<file path="config.mk">
export PLATFORM = sky130hd
export DESIGN_NAME = wieg_aandrijving_flat
export DESIGN_NICKNAME = d
export VERILOG_FILES = /design/src/rtl/wieg_aandrijving_if.sv /design/src/rtl/wieg_aandrijving.sv /design/src/flat_wrapper.sv
export SDC_FILE = /design/constraint.sdc
export NUM_CORES = 1
export LEC_CHECK = 0
export ABC_AREA = 1
export ABC_CLOCK_PERIOD_IN_PS = 4700
export CELL_PAD_IN_SITES_DETAIL_PLACEMENT = 0
export CELL_PAD_IN_SITES_GLOBAL_PLACEMENT = 2
export CORE_ASPECT_RATIO = 0.5
export CORE_UTILIZATION = 37
export DETAILED_ROUTE_END_ITERATION = 8
export MAX_ROUTING_LAYER = met4
export PLACE_DENSITY = 0.8
export SETUP_SLACK_MARGIN = 0.02
export SYNTH_ARGS = -nofsm -noshare
export SYNTH_HDL_FRONTEND = slang
export SYNTH_SLANG_ARGS = --single-unit
</file>
<file path="constraint.sdc">
create_clock -name clk -period 4.7 [get_ports clk]
set_input_delay 1.41 -clock clk [delete_from_list [all_inputs] [get_ports clk]]
set_output_delay 1.41 -clock clk [all_outputs]
set_load 0.01 [all_outputs]
</file>
<file path="src/rtl/wieg_aandrijving_if.sv">
// Command/status bundle between the rocking controller and the cradle drive.
// The controller (master) drives amplitude/frequency; the drive (slave) returns position, PWM and status.
interface wieg_aandrijving_if;
  logic [3:0] A;
  logic [3:0] F;
  logic [7:0] pos;
  logic       pwm;
  logic       richting;
  logic       nulDoorgang;

  modport master (
    output A,
    output F,
    input  pos,
    input  pwm,
    input  richting,
    input  nulDoorgang
  );

  modport slave (
    input  A,
    input  F,
    output pos,
    output pwm,
    output richting,
    output nulDoorgang
  );
endinterface

</file>
<file path="src/rtl/wieg_aandrijving.sv">
// Cradle rocking drive: triangle-wave position setpoint, direction, centre-crossing pulse and PWM.
// Optional macro SOFTSTART_EN: amplitude ramps by one step per latch point instead of jumping.
module wieg_aandrijving #(
  parameter int unsigned CLK_DIV = 1000
) (
  input  logic               clk,
  input  logic               reset,
  wieg_aandrijving_if.slave  bus
);

  localparam logic [15:0] DIV_LAST = 16'(CLK_DIV - 32'd1);

  logic [15:0] presc_r;
  logic [9:0]  phase_r;
  logic [3:0]  a_act_r;
  logic [3:0]  f_act_r;
  logic [7:0]  pwm_cnt_r;
  logic [7:0]  pos_r;
  logic        pwm_r;
  logic        rich_r;
  logic        nul_r;

  logic        tick_s;
  logic [9:0]  phase_nxt_s;
  logic        toggle_s;
  logic        idle_s;
  logic        latch_s;
  logic [3:0]  a_nxt_s;
  logic [3:0]  f_nxt_s;
  logic [6:0]  off_s;
  logic [7:0]  pos_nxt_s;
  logic        rich_nxt_s;
  logic        pwm_nxt_s;

  function automatic logic [6:0] offset_of(input logic [9:0] ph, input logic [3:0] amp);
    logic [7:0]  w;
    logic [11:0] prod;
    w    = ph[8] ? ~ph[7:0] : ph[7:0];
    prod = {4'b0000, w} * {8'b0000_0000, amp};
    return prod[11:5];
  endfunction

`ifdef SOFTSTART_EN
  function automatic logic [3:0] step_toward(input logic [3:0] cur, input logic [3:0] tgt);
    logic [3:0] res;
    if (tgt > cur) begin
      res = cur + 4'd1;
    end else if (tgt < cur) begin
      res = cur - 4'd1;
    end else begin
      res = cur;
    end
    return res;
  endfunction
`endif

  // Tick, phase step, latch decision and next-value computation for all registers.
  always_comb begin
    tick_s      = (presc_r == DIV_LAST);
    phase_nxt_s = phase_r + {6'b00_0000, f_act_r};
    // A wrap 1023 -> 0 also flips bit 9, so it is a crossing like 511 -> 512.
    toggle_s    = tick_s & (phase_nxt_s[9] ^ phase_r[9]);
    idle_s      = (a_act_r == 4'd0) | (f_act_r == 4'd0);
    latch_s     = tick_s & (toggle_s | idle_s);

    a_nxt_s = a_act_r;
    f_nxt_s = f_act_r;
    if (latch_s) begin
      f_nxt_s = bus.F;
`ifdef SOFTSTART_EN
      a_nxt_s = step_toward(a_act_r, bus.A);
`else
      a_nxt_s = bus.A;
`endif
    end else begin
      a_nxt_s = a_act_r;
      f_nxt_s = f_act_r;
    end

    off_s = offset_of(phase_r, a_act_r);
    if (phase_r[9]) begin
      pos_nxt_s = 8'd128 - {1'b0, off_s};
    end else begin
      pos_nxt_s = 8'd128 + {1'b0, off_s};
    end

    if (idle_s) begin
      rich_nxt_s = 1'b0;
    end else begin
      rich_nxt_s = (phase_r[9] == phase_r[8]);
    end

    pwm_nxt_s = (pwm_cnt_r < pos_r);
  end

  // Prescaler, phase accumulator and active command registers.
  always_ff @(posedge clk or negedge reset) begin
    if (!reset) begin
      presc_r <= 16'd0;
      phase_r <= 10'd0;
      a_act_r <= 4'd0;
      f_act_r <= 4'd0;
    end else begin
      if (tick_s) begin
        presc_r <= 16'd0;
        phase_r <= phase_nxt_s;
      end else begin
        presc_r <= presc_r + 16'd1;
        phase_r <= phase_r;
      end
      a_act_r <= a_nxt_s;
      f_act_r <= f_nxt_s;
    end
  end

  // Registered outputs; pos follows phase one clock later, pwm follows pos.
  always_ff @(posedge clk or negedge reset) begin
    if (!reset) begin
      pwm_cnt_r <= 8'd0;
      pos_r     <= 8'd128;
      pwm_r     <= 1'b0;
      rich_r    <= 1'b0;
      nul_r     <= 1'b0;
    end else begin
      pwm_cnt_r <= pwm_cnt_r + 8'd1;
      pos_r     <= pos_nxt_s;
      pwm_r     <= pwm_nxt_s;
      rich_r    <= rich_nxt_s;
      nul_r     <= toggle_s;
    end
  end

  assign bus.pos         = pos_r;
  assign bus.pwm         = pwm_r;
  assign bus.richting    = rich_r;
  assign bus.nulDoorgang = nul_r;

endmodule

</file>
<file path="src/flat_wrapper.sv">
// flat-port wrapper written by rule: the top's interface ports become plain ports
module wieg_aandrijving_flat 
#(
  parameter int unsigned CLK_DIV = 1000
)
  (clk, reset, bus_A, bus_F, bus_pos, bus_pwm, bus_richting, bus_nulDoorgang);
  wieg_aandrijving_if bus_i ();
  input  logic clk;
  input  logic reset;
  input wire logic [$bits(bus_i.A)-1:0] bus_A;
  input wire logic [$bits(bus_i.F)-1:0] bus_F;
  output wire logic [$bits(bus_i.pos)-1:0] bus_pos;
  output wire logic [$bits(bus_i.pwm)-1:0] bus_pwm;
  output wire logic [$bits(bus_i.richting)-1:0] bus_richting;
  output wire logic [$bits(bus_i.nulDoorgang)-1:0] bus_nulDoorgang;
  assign bus_i.A = bus_A;
  assign bus_i.F = bus_F;
  assign bus_pos = bus_i.pos;
  assign bus_pwm = bus_i.pwm;
  assign bus_richting = bus_i.richting;
  assign bus_nulDoorgang = bus_i.nulDoorgang;
  wieg_aandrijving #(.CLK_DIV(CLK_DIV)) u_core (.clk(clk), .reset(reset), .bus(bus_i));
endmodule
</file>
======== Yosys cells after proc, flatten, opt, wreduce, memory -nomap -nowiden ========
Index checks and enable logic that the tools add are counted.
word-level totals
  output and inout port bits .............. 11
  memory bits (read-only) ................. 0
  memories kept ........................... 0
  latch bits .............................. 0
  register bits ........................... 53
  RAM bits ................................ 0
cells by class
  $add $sub $neg .......................... 5
  multiply operators ...................... 1
  shifts and indexed selects .............. 0
  divide/modulo/power cells ............... 0
  equal/unequal tests ..................... 2
  multiplexer cells ....................... 4
  bitwise operators ....................... 6
  reduce and logical (&&, ||, !) cells .... 2
  magnitude comparators ................... 1
operator list
  cell                     number
  $add A16 B1 Y16 const B  1
  $eq A16 B10 Y1 const B   1
  $mux W16                 1
  $mux W8                  2
  $mul A8 B4 Y12           1
  $add A10 B4 Y10          1
  $add A8 B1 Y8 const B    1
  $add A8 B7 Y8 const A    1
  $logic_not A4 Y1         2
  $lt A8 B8 Y1             1
  $not A8 Y8               1
  $sub A8 B7 Y8 const A    1
  $and A1 B1 Y1            2
  $or A1 B1 Y1             2
  $eq A1 B1 Y1             1
  $mux W1                  1
  $xor A1 B1 Y1            1

======== Logic depth before layout (Yosys ltp) ========
Gate-level depths: netlist of run 1.
  depth after elaboration ................. 5
  depth in mapped cells ................... 25

======== Least setup slack after synthesis of run 1 ========
Ideal clock, no wire load.
  kind .................................... register -> register
  start point ............................. register u_core.phase_r[8]
  end point ............................... register u_core.pos_r[6] (netlist: u_core.bus.pos[6])
  buffers on the path ..................... 1
  period minus slack after synthesis ...... 3.536 ns
  library setup time ...................... 0.113 ns
  data arrival time ....................... 3.423 ns
  setup slack ............................. 1.164 ns
  cell stages (with the launch flop) ...... 20
  cell sequence ........................... dfrtp_1 > buf_4 > xnor2_1 > or2_2 > fa_1 > fa_1 > inv_1 > ha_1 > inv_1 > o21ai_0 > inv_1 > nand3_1 > nand2_1 > inv_1 > ha_1 > nand3_1 > o21ai_1 > nand3_1 > nand2_1 > inv_1
on the way
  cells in the longest elaborated chain, start to end .. 4
ends and longest elaborated chain
  item                                                   RTL line                                        RTL
  from (decl)                                            wieg_aandrijving.sv:14                          logic [9:0] phase_r;
  from (signal assigned)                                 wieg_aandrijving.sv:106                         phase_r <= phase_nxt_s;
  from (signal assigned)                                 wieg_aandrijving.sv:109                         phase_r <= phase_r;
  $mux W8 (*)                                            wieg_aandrijving.sv:38                          w = ph[8] ? ~ph[7:0] : ph[7:0];
  $mul A8 B4 Y12 (*)                                     wieg_aandrijving.sv:39                          prod = {4'b0000, w} * {8'b0000_0000, amp};
  $add A8 B7 Y8 / $sub A8 B7 Y8 (equally long branches)  wieg_aandrijving.sv:84, wieg_aandrijving.sv:82
  $mux W8 (*)                                            wieg_aandrijving.sv:81                          if (phase_r[9]) begin
  named net u_core.pos_nxt_s[6]                          wieg_aandrijving.sv:31                          logic [7:0] pos_nxt_s;
  to (signal assigned)                                   wieg_aandrijving.sv:126                         pos_r <= pos_nxt_s;
  to (decl)                                              wieg_aandrijving.sv:18                          logic [7:0] pos_r;
The timed path passes the listed nets; every way through them passes the cells marked *.
A chain may end at the register's enable or synchronous reset.

======== Worst setup path after layout of run 1 ========
Ends and elaborated chain as after synthesis.

==> metrics.csv, run 1 <==
metric,value,unit
Root Driver,clkbuf_16,
Clock Pin Slew Worst Setup and Hold Paths,0.06,ns
Skew-Pair Late Insertion Delay,0.29,ns
post-DP HPWL,6440,um
clk buf depth,2,
power density over cell area,202,mW/mm^2
Final setup viols,0,
Wirelength per Cell,12.7,um
Mapped Cells,452,
area growth from synthesis to final layout,13.5,%
"top cells by area, synth","dfrtp_1 35%, ha_1 9.8%, nand2_1 8.4%",
Max Freq,245,MHz
nets@finish,529,
"most common cell after layout, fill and taps aside",nand2_1,
crit share post-route,87.0,%
Setup CP Type,reg -> reg,
crit path time final,4.09,ns
Seq pwr share,54.7,%
largest net degree at the start of global routing,37,
Internal,670,uW
power share of the combinational group,3.4,%
count of different cell masters after synthesis,43,
Die H,72.8,um
Setup Skew,0.00854,ns
Vias,2815,
Tightest Pin Transition,0.844,ns
All-Layer GR Usage,17.7,%
layout cells sized above 1,7.52,%
sequential fraction of the synthesis area,35.8,%
RSZ-0062 raised after global routing,false,
vias in the first global route,2814,
Worst Setup End Kind,flip-flop,
global-route wire length before repair,13800,um
NetSw,180,uW
syn avg cell area,8.21,um^2
DR iter-0 viols,129,
antenna violations before repair,0,
GP Congestion,0.846,
fin. max-slew vios,0,
post-synth top area share,35.1,%
Site Rows,25,
post_cts resized,0,
post-route ant nets,0,
"commonest cells after routing, fill and taps aside","83 x nand2_1, 80 x inv_1, 52 x dfrtp_1",
Final TNS setup,0,ns
CTS tree,yes,
Core Area,0.00960,mm^2
Layout Utilization,43.8,%
YS warnings,0,
Worst VDD drop,0.000122,V
H-tree depth,2,
post-synthesis sequential element count,53,
Worst EP required,4.88,ns
reg2reg path depth,20,
WP data arrival,4.27,ns
ant diodes,0,
number of remaining DRC errors,0,
fill cell count,980,
status,finished clean,
Leakage,0.00221,uW
clock sinks,53,
Ports,21,
Fin. Hold Viols,0,
synthesized cell area,0.00371,mm^2
final hold slack,0.466,ns
initial core utilization,38.6,%
Post-CTS Setup Inserts,0,
Reg-to-Reg Start,u_core.phase_r[8],
number of max-cap violations,0,
Die X,144,um
drt first pass iters,4,
CTS buffer count,5,
Port Buffer Count,20,
Yosys top cell by area,dfrtp_1,
worst hold path class,reg -> reg,
grt ovf,0,
Clk pwr share,42.0,%
cts hold-fix bufs,0,
via/cell ratio,4.58,
CP max FO,11,
drt total wl,7820,um
sw frac,21.2,%
Worst Hold Depth,1,
CP startpoint kind,flip-flop,
origin of the worst setup path,u_core.phase_r[8],
Die Area,0.0105,mm^2
Relative slew margins,43.7,%
syn_nets,503,
Hold Path Origin,u_core.pwm_cnt_r[0],
final cells by class:
class,count,area [um^2],area share (%)
tap,135,169,4.01
timing repair buffer,21,203,4.81
inverter,84,320,7.61
sequential,53,1330,31.5
clock buffer,7,133,3.15
clock inverter,1,7.51,0.178
multi-input combinational,313,2050,48.7
flip-flops by register name, indices dropped and copies added, names as in the netlist:
register and cells:
u_core.a_act_r 4, u_core.bus.pos 8, u_core.presc_r 16, u_core.pwm_cnt_r 8
u_core.f_act_r 4, u_core.phase_r 10, u_core.bus.pwm 1, u_core.bus.richting 1
u_core.bus.nulDoorgang 1
worst max-delay path, cell delays in order, from the launching register on:
cell and delay, ns:
dfrtp_1 0.60, xnor2_1 0.24, or2_2 0.34, fa_1 0.50, fa_1 0.55, inv_1 0.04, ha_1 0.34, inv_1 0.05
o21ai_0 0.28, inv_1 0.10, nand2_1 0.12, nand2_1 0.06, nand2_1 0.09, inv_1 0.06, ha_1 0.20, nand3_1 0.11
nor2_1 0.05, nand3_1 0.08, nand3_1 0.06, nand2_1 0.08, inv_1 0.04
final timing paths:
check                           slack, ns                  end
worst max-delay path                 0.61    u_core.bus.pos[6]
worst min-delay path                 0.47  u_core.pwm_cnt_r[0]
worst max register to register       0.61    u_core.bus.pos[6]
worst min register to register       0.47  u_core.pwm_cnt_r[0]
max in group asynchronous            2.65    u_core.bus.pos[7]
min in group asynchronous            1.22   u_core.presc_r[15]
stage by stage:
| step | total power, uW | std cells | instance area, um^2 | worst slack (ns) |
|---|---|---|---|---|
| floorplan | 481 | 452 | 3710 | 1.16 |
| global placement | 503 | 606 | 4070 | 0.600 |
| detailed placement | 503 | 606 | 4070 | 0.677 |
| CTS | 865 | 614 | 4210 | 0.647 |
| global route | 893 | 614 | 4210 | 0.345 |
| finish | 850 | 614 | 4210 | 0.612 |
cell usage after synthesis:
library cell and number:
nand3_2 1, inv_2 1, nand4_1 5, nor4_1 4, fa_1 12, o21bai_1 1, mux2_2 8, nand2_1 83
nand2_2 3, inv_1 80, nor3b_1 2, dfrtp_1 52, o31ai_1 1, nor2_2 1, nor3_1 7, or2_2 5
xnor2_1 8, xor2_1 16, a31oi_1 2, o21ai_0 15, nand3_1 33, o21a_1 1, inv_4 1, ha_1 29
o21bai_2 1, a21o_1 2, nand4_2 1, nand3b_1 1, dfstp_2 1, nor2_1 46, a21boi_0 1, a211oi_1 1
nor2_4 1, a21oi_1 14, o22ai_1 3, buf_4 1, o41ai_1 1, clkinv_2 2, o211ai_1 1, nand2_4 1
clkbuf_1 1, o21ai_1 1, nor4_4 1
power groups by stage:
stage / Sequential, uW / Clock (uW) / Combinational (uW)
after detailed placement: 473 / 0 / 29.7
after CTS: 464 / 371 / 29.9
after global routing: 465 / 395 / 32.7
final: 464 / 357 / 28.6
after global placement: 473 / 0 / 29.4
after floorplan: 472 / 0 / 9.07
cell families after synthesis:
family	share of synthesized area [%]
adder cells (fa/ha/maj)	16.3
AO/OA/AOI/OAI	7.05
buffers and inverters	8.94
XOR/XNOR	5.67
flip-flops	35.8
AND/OR/NAND/NOR	23.9
multiplexers	2.43
layer usage:
layer | GRT usage, % | up-vias | share of wire, %
met4 | 3.90 | 0 | 0.92
met3 | 3.48 | 8 | 3.1
met2 | 23.9 | 31 | 38
met5 | - | - | 0
met1 | 26.8 | 1275 | 58
li1 | - | 1501 | -
(Power assumes the default switching activity.)
==> run 2, diff against run 1 <==
--- a/config.mk
+++ b/config.mk
@@ -6,14 +6,12 @@
 export NUM_CORES = 1
 export LEC_CHECK = 0
 export ABC_AREA = 1
-export ABC_CLOCK_PERIOD_IN_PS = 4700
-export CELL_PAD_IN_SITES_DETAIL_PLACEMENT = 0
-export CELL_PAD_IN_SITES_GLOBAL_PLACEMENT = 2
+export ABC_CLOCK_PERIOD_IN_PS = 4059
 export CORE_ASPECT_RATIO = 0.5
-export CORE_UTILIZATION = 37
+export CORE_UTILIZATION = 57
 export DETAILED_ROUTE_END_ITERATION = 8
 export MAX_ROUTING_LAYER = met4
-export PLACE_DENSITY = 0.8
+export PLACE_DENSITY = 0.76
 export SETUP_SLACK_MARGIN = 0.02
 export SYNTH_ARGS = -nofsm -noshare
 export SYNTH_HDL_FRONTEND = slang
==> constraint.sdc (replaced) <==
create_clock -name clk -period 4.06 [get_ports clk]
set_input_delay 1.218 -clock clk [delete_from_list [all_inputs] [get_ports clk]]
set_output_delay 1.218 -clock clk [all_outputs]
set_load 0.01 [all_outputs]
==> run 2 against run 1 <==
Combinational power is 15% higher. Routed wire length down 6.9%. First-iteration DRC count increased by 13%. Critical path type unchanged. Sequential share of layout area shrank 0.064 points. Clock skew is 0.0043 ns lower.
==> metrics.csv, run 2 (same netlist as run 1, synthesis figures left out) <==
metric,value,unit
antenna violations before repair,0,
Tightest Pin Transition,0.889,ns
fin. max-slew vios,0,
power density over cell area,235,mW/mm^2
Crit path buffers/inverters,5,
drt first pass iters,4,
nets@finish,531,
Largest register FFs,16,
worst hold path class,reg -> reg,
DR iter-0 viols,146,
Vias,2960,
RSZ-0062 raised after global routing,true,
R2R setup slack,0.24,ns
Setup Skew,0.00429,ns
Worst VDD drop,0.000158,V
Die H,59.0,um
drt total wl,7280,um
H-tree depth,2,
Worst EP required,4.25,ns
slowest cell delay on critical path,0.55,ns
largest net degree at the start of global routing,42,
Site Rows,20,
post-route ant nets,0,
Relative slew margins,40.7,%
Skew-Pair Late Insertion Delay,0.29,ns
Top reg by flops,u_core.presc_r,
CTS buffer count,5,
cts hold-fix bufs,0,
status,finished clean,
number of max-cap violations,0,
WP data arrival,4.01,ns
Clock Pin Slew Worst Setup and Hold Paths,0.07,ns
Wirelength per Cell,12.8,um
fill cell count,517,
Die X,116,um
CP Cell Sequence,xnor2_2 -> or2_2 -> fa_1 -> fa_1 -> inv_1 -> ha_1 -> inv_1 -> o21ai_2 -> inv_1 -> nand2_1 -> nand2_1 -> nand2_1 -> inv_1 -> ha_1 -> nand3_1 -> nor2_1 -> nand3_1 -> nand3_1 -> nand2_1 -> inv_1,
Setup CP Type,reg -> reg,
dpl cell area,0.00401,mm^2
Leakage,0.00224,uW
Root Driver,clkbuf_16,
via/cell ratio,5.20,
crit share post-route,94.2,%
grt ovf,0,
Worst Setup End Kind,flip-flop,
clock sinks,53,
GP Congestion,0.894,
crit path time final,3.82,ns
cell mode on critical path,inv_1,
number of remaining DRC errors,0,
post-DP HPWL,5680,um
Max Freq,262,MHz
"most common cell after layout, fill and taps aside",nand2_1,
Largest regs,"u_core.presc_r x16, u_core.phase_r x10",
Ports,21,
ant diodes,0,
area growth from synthesis to final layout,13.8,%
Layout Cell Area excl Fill,0.00422,mm^2
final hold slack,0.459,ns
CP startpoint kind,flip-flop,
Port Buffer Count,20,
Core Area,0.00618,mm^2
Slowest cell on crit path,fa_1,
CP top delay family,adder cells,
All-Layer GR Usage,25.2,%
vias in the first global route,2808,
Die Area,0.00685,mm^2
global-route wire length before repair,12800,um
Final setup viols,0,
initial core utilization,60.0,%
clk buf depth,2,
CP max FO,6,
"commonest cells after routing, fill and taps aside","82 x nand2_1, 80 x inv_1, 51 x dfrtp_1",
CTS tree,yes,
layout cells sized above 1,9.77,%
Fin. Hold Viols,0,
==> run 2: worst paths after layout <==
kind	startpoint	endpoint	depth (start not counted)
max	u_core.phase_r[8]	u_core.bus.pos[6]	20
min	u_core.presc_r[0]	u_core.presc_r[0]	1
max reg2reg	u_core.phase_r[8]	u_core.bus.pos[6]	20
min reg2reg	u_core.presc_r[0]	u_core.presc_r[0]	1
max in group asynchronous	reset	u_core.phase_r[8]	2
min in group asynchronous	reset	u_core.pwm_cnt_r[7]	1
==> run 2: metal layers <==
layer	track usage, %	vias to the layer above	part of all wire, %
met5	-	-	0
met4	5.49	0	1.0
met3	4.40	9	5.0
met2	39.1	60	44
met1	35.1	1389	50
li1	-	1502	-
==> run 2: what timing repair did <==
item	in CTS	in global routing
buffers inserted	0	2
resized for setup	1	10
setup endpoints to repair	1	7
pin swaps	0	1
==> run 2: cell type report <==
type                       instances  area, um^2  area share (%)
clock inverter                     2        13.8           0.326
tap                               88         110            2.61
timing repair buffer              23         230            5.45
multi-input combinational        313        2090            49.5
inverter                          84         320            7.59
sequential                        53        1330            31.5
clock buffer                       6         129            3.05
==> run 2: metrics by stage <==
step	worst slack (ns)	power (uW)	instances	util (%)	TNS (ns)
CTS	0.110	1000	567	67.2	0
floorplan	0.524	556	452	-	0
global placement	0.0874	580	559	64.9	0
global route	-0.0258	1020	569	68.3	-0.0307
detailed placement	0.0261	581	559	64.9	0
finish	0.237	991	569	68.3	0
==> run 2: worst reg2reg max path, delay by kind of cell, from the launching register on <==
family,cells,cell delay [ns]
DFF,1,0.49
buffers and inverters,5,0.31
and+or+nand+nor,9,0.97
adders and majority gates,4,1.61
AOI/OAI and AO/OA,1,0.15
xor gates and xnor gates,1,0.22
==> run 2: report_power, final <==
| group | internal [uW] | switching, uW | leakage (uW) |
|---|---|---|---|
| combinational | 13.5 | 19.2 | 0.00149 |
| clock | 230 | 190 | 0.0000712 |
| sequential | 532 | 4.92 | 0.000678 |
==> run 3, diff against run 2 <==
--- a/config.mk
+++ b/config.mk
@@ -10,8 +10,7 @@
 export CORE_ASPECT_RATIO = 0.5
 export CORE_UTILIZATION = 57
 export DETAILED_ROUTE_END_ITERATION = 8
-export MAX_ROUTING_LAYER = met4
-export PLACE_DENSITY = 0.76
+export PLACE_DENSITY = 0.77
 export SETUP_SLACK_MARGIN = 0.02
 export SYNTH_ARGS = -nofsm -noshare
 export SYNTH_HDL_FRONTEND = slang
==> run 3 against run 2 <==
Register-to-register slack worse by 0.02 ns. Sequential share of layout area about the same. Non-clock buffer count unchanged. Maximum frequency down 0.58%. Sequential power about the same. Routed wire length up 3.2%. Critical path type unchanged. Largest cell class unchanged.
==> metrics.csv, run 3 (same netlist as run 1, synthesis figures left out) <==
metric,value,unit
Die Area,0.00685,mm^2
fin. max-slew vios,0,
Worst Setup End Kind,flip-flop,
H-tree depth,2,
CP Cell Sequence,buf_4 -> xnor2_1 -> nor2_1 -> fa_1 -> inv_1 -> fa_1 -> inv_1 -> ha_1 -> inv_1 -> o21ai_0 -> a21o_1 -> a21oi_1 -> nand2_1 -> nand2_1 -> nand2_1 -> nand3_1 -> nand3_1 -> nand2_1 -> inv_1,
Slowest cell on crit path,fa_1,
status,finished clean,
global-route wire length before repair,12700,um
GP Congestion,0.878,
cts hold-fix bufs,0,
Worst VDD drop,0.000148,V
Skew-Pair Late Insertion Delay,0.30,ns
Site Rows,20,
Final setup viols,0,
DR iter-0 viols,119,
dpl cell area,0.00401,mm^2
Reg-to-Reg Start,u_core.phase_r[8],
Leakage,0.00223,uW
number of remaining DRC errors,0,
post-DP HPWL,5730,um
Root Driver,clkbuf_16,
area growth from synthesis to final layout,13.9,%
CTS tree,yes,
Largest regs,"u_core.presc_r x16, u_core.phase_r x10",
power share of the combinational group,3.3,%
initial core utilization,60.0,%
ant diodes,0,
post-route ant nets,0,
RSZ-0062 raised after global routing,false,
vias in the first global route,2847,
antenna violations before repair,0,
NetSw,225,uW
capture point of the worst reg-to-reg path,u_core.bus.pos[6],
Relative slew margins,44.1,%
Worst EP required,4.25,ns
Wirelength per Cell,13.2,um
Internal,779,uW
Hold Path Origin,u_core.presc_r[0],
"commonest cells after routing, fill and taps aside","83 x nand2_1, 80 x inv_1, 51 x dfrtp_1",
Worst Hold Depth,1,
Layout Cell Area excl Fill,0.00423,mm^2
Ports,21,
crit share post-route,94.7,%
Die X,116,um
drt first pass iters,4,
number of max-cap violations,0,
Crit path buffers/inverters,5,
All-Layer GR Usage,24.5,%
CTS buffer count,5,
Setup Skew,0.00793,ns
nets@finish,531,
Fin. Hold Viols,0,
slowest cell delay on critical path,0.53,ns
drt total wl,7510,um
Clk pwr share,43.2,%
worst hold path class,reg -> reg,
Core Area,0.00618,mm^2
largest net degree at the start of global routing,39,
Die H,59.0,um
CP startpoint kind,flip-flop,
Tightest Pin Transition,0.839,ns
Largest register FFs,16,
Seq pwr share,53.5,%
Clock Pin Slew Worst Setup and Hold Paths,0.07,ns
layout cells sized above 1,9.77,%
WP data arrival,4.03,ns
Final TNS setup,0,ns
"most common cell after layout, fill and taps aside",nand2_1,
R2R setup slack,0.22,ns
via/cell ratio,5.21,
Max Freq,260,MHz
grt ovf,0,
Setup CP Type,reg -> reg,
fill cell count,497,
sw frac,22.4,%
power density over cell area,238,mW/mm^2
crit path time final,3.84,ns
Vias,2964,
CP max FO,6,
reg2reg path depth,19,
clock sinks,53,
Top reg by flops,u_core.presc_r,
CP top delay family,adder cells,
Port Buffer Count,20,
WHS Endpoint,u_core.presc_r[0],
clk buf depth,2,
==> run 3: cell types whose count changed in the layout (fill, tap and decap cells not counted) <==
| cell | delta |
|---|---|
| clkinvlp_4 | +2 |
| buf_12 | -1 |
| buf_6 | +1 |
| clkbuf_1 | -1 |
| clkinv_2 | -1 |
| ha_1 | -1 |
| ha_4 | +1 |
| inv_6 | -1 |
| inv_8 | +1 |
| nand2_1 | +1 |
| nand2_2 | -1 |
| xor2_1 | +1 |
| xor2_2 | -1 |
==> run 3: how the worst max path moves through the flow <==
stage,from,end,slack (ns),cells after the start
finish,u_core.phase_r[8],u_core.bus.pos[6],0.22,19
global route,u_core.phase_r[8],u_core.bus.pos[6],0.02,24
CTS,u_core.phase_r[8],u_core.bus.pos[6],0.13,20
detailed placement,u_core.phase_r[8],u_core.bus.pos[6],0.06,20
global placement,u_core.phase_r[8],u_core.bus.pos[6],0.09,18
floorplan,u_core.phase_r[8],u_core.bus.pos[6],0.52,19
==> run 3: worst reg2reg max path: stages, from the launching register on <==
cell and delay [ns]:
dfrtp_2 0.48, buf_4 0.19, xnor2_1 0.32, nor2_1 0.09
fa_1 0.49, inv_1 0.05, fa_1 0.53, inv_1 0.04
ha_1 0.36, inv_1 0.10, o21ai_0 0.14, a21o_1 0.19
a21oi_1 0.21, nand2_1 0.11, nand2_1 0.07, nand2_1 0.11
nand3_1 0.09, nand3_1 0.07, nand2_1 0.08, inv_1 0.04
==> run 3: area by class of cell <==
cell class	instances	area, um^2	share of cell area, %
Timing Repair Buffer	23	221	5.24
Inverter	84	320	7.58
Clock inverter	3	26.3	0.622
Tap cell	88	110	2.61
Multi-Input combinational cell	313	2090	49.5
Sequential cell	53	1330	31.4
Clock buffer	5	125	2.96
==> run 3: power groups by stage <==
stage | logic [uW] | registers, uW | clock network [uW]
2_1_floorplan | 10.5 | 546 | 0
3_3_place_gp | 33.0 | 547 | 0
3_5_place_dp | 33.5 | 547 | 0
4_1_cts | 33.8 | 537 | 443
5_1_grt | 37.3 | 537 | 464
6_report | 33.1 | 537 | 433
==> run 3: routing by layer <==
layer	vias up	wire length, um	track usage [%]
met5	-	0	0
met1	1395	3730	33.5
met4	0	127	8.79
met3	15	333	5.83
met2	52	3320	38.6
li1	1502	-	-
==> run 3: timing repair <==
| item | 4_1_cts | 5_1_grt |
|---|---|---|
| pin swaps | 0 | 1 |
| resized for setup | 1 | 10 |
| setup endpoints to repair | 2 | 6 |
| buffers inserted | 0 | 2 |
==> run 3: stage by stage <==
stage	hold WS, ns	power [uW]	instances	worst slack, ns	utilization, %
2_1_floorplan	0.433	556	452	0.524	-
3_3_place_gp	0.453	580	559	0.0866	64.9
3_5_place_dp	0.460	581	559	0.0569	64.9
4_1_cts	0.470	1010	567	0.133	67.4
5_1_grt	0.519	1040	569	0.0162	68.4
6_report	0.467	1000	569	0.215	68.4
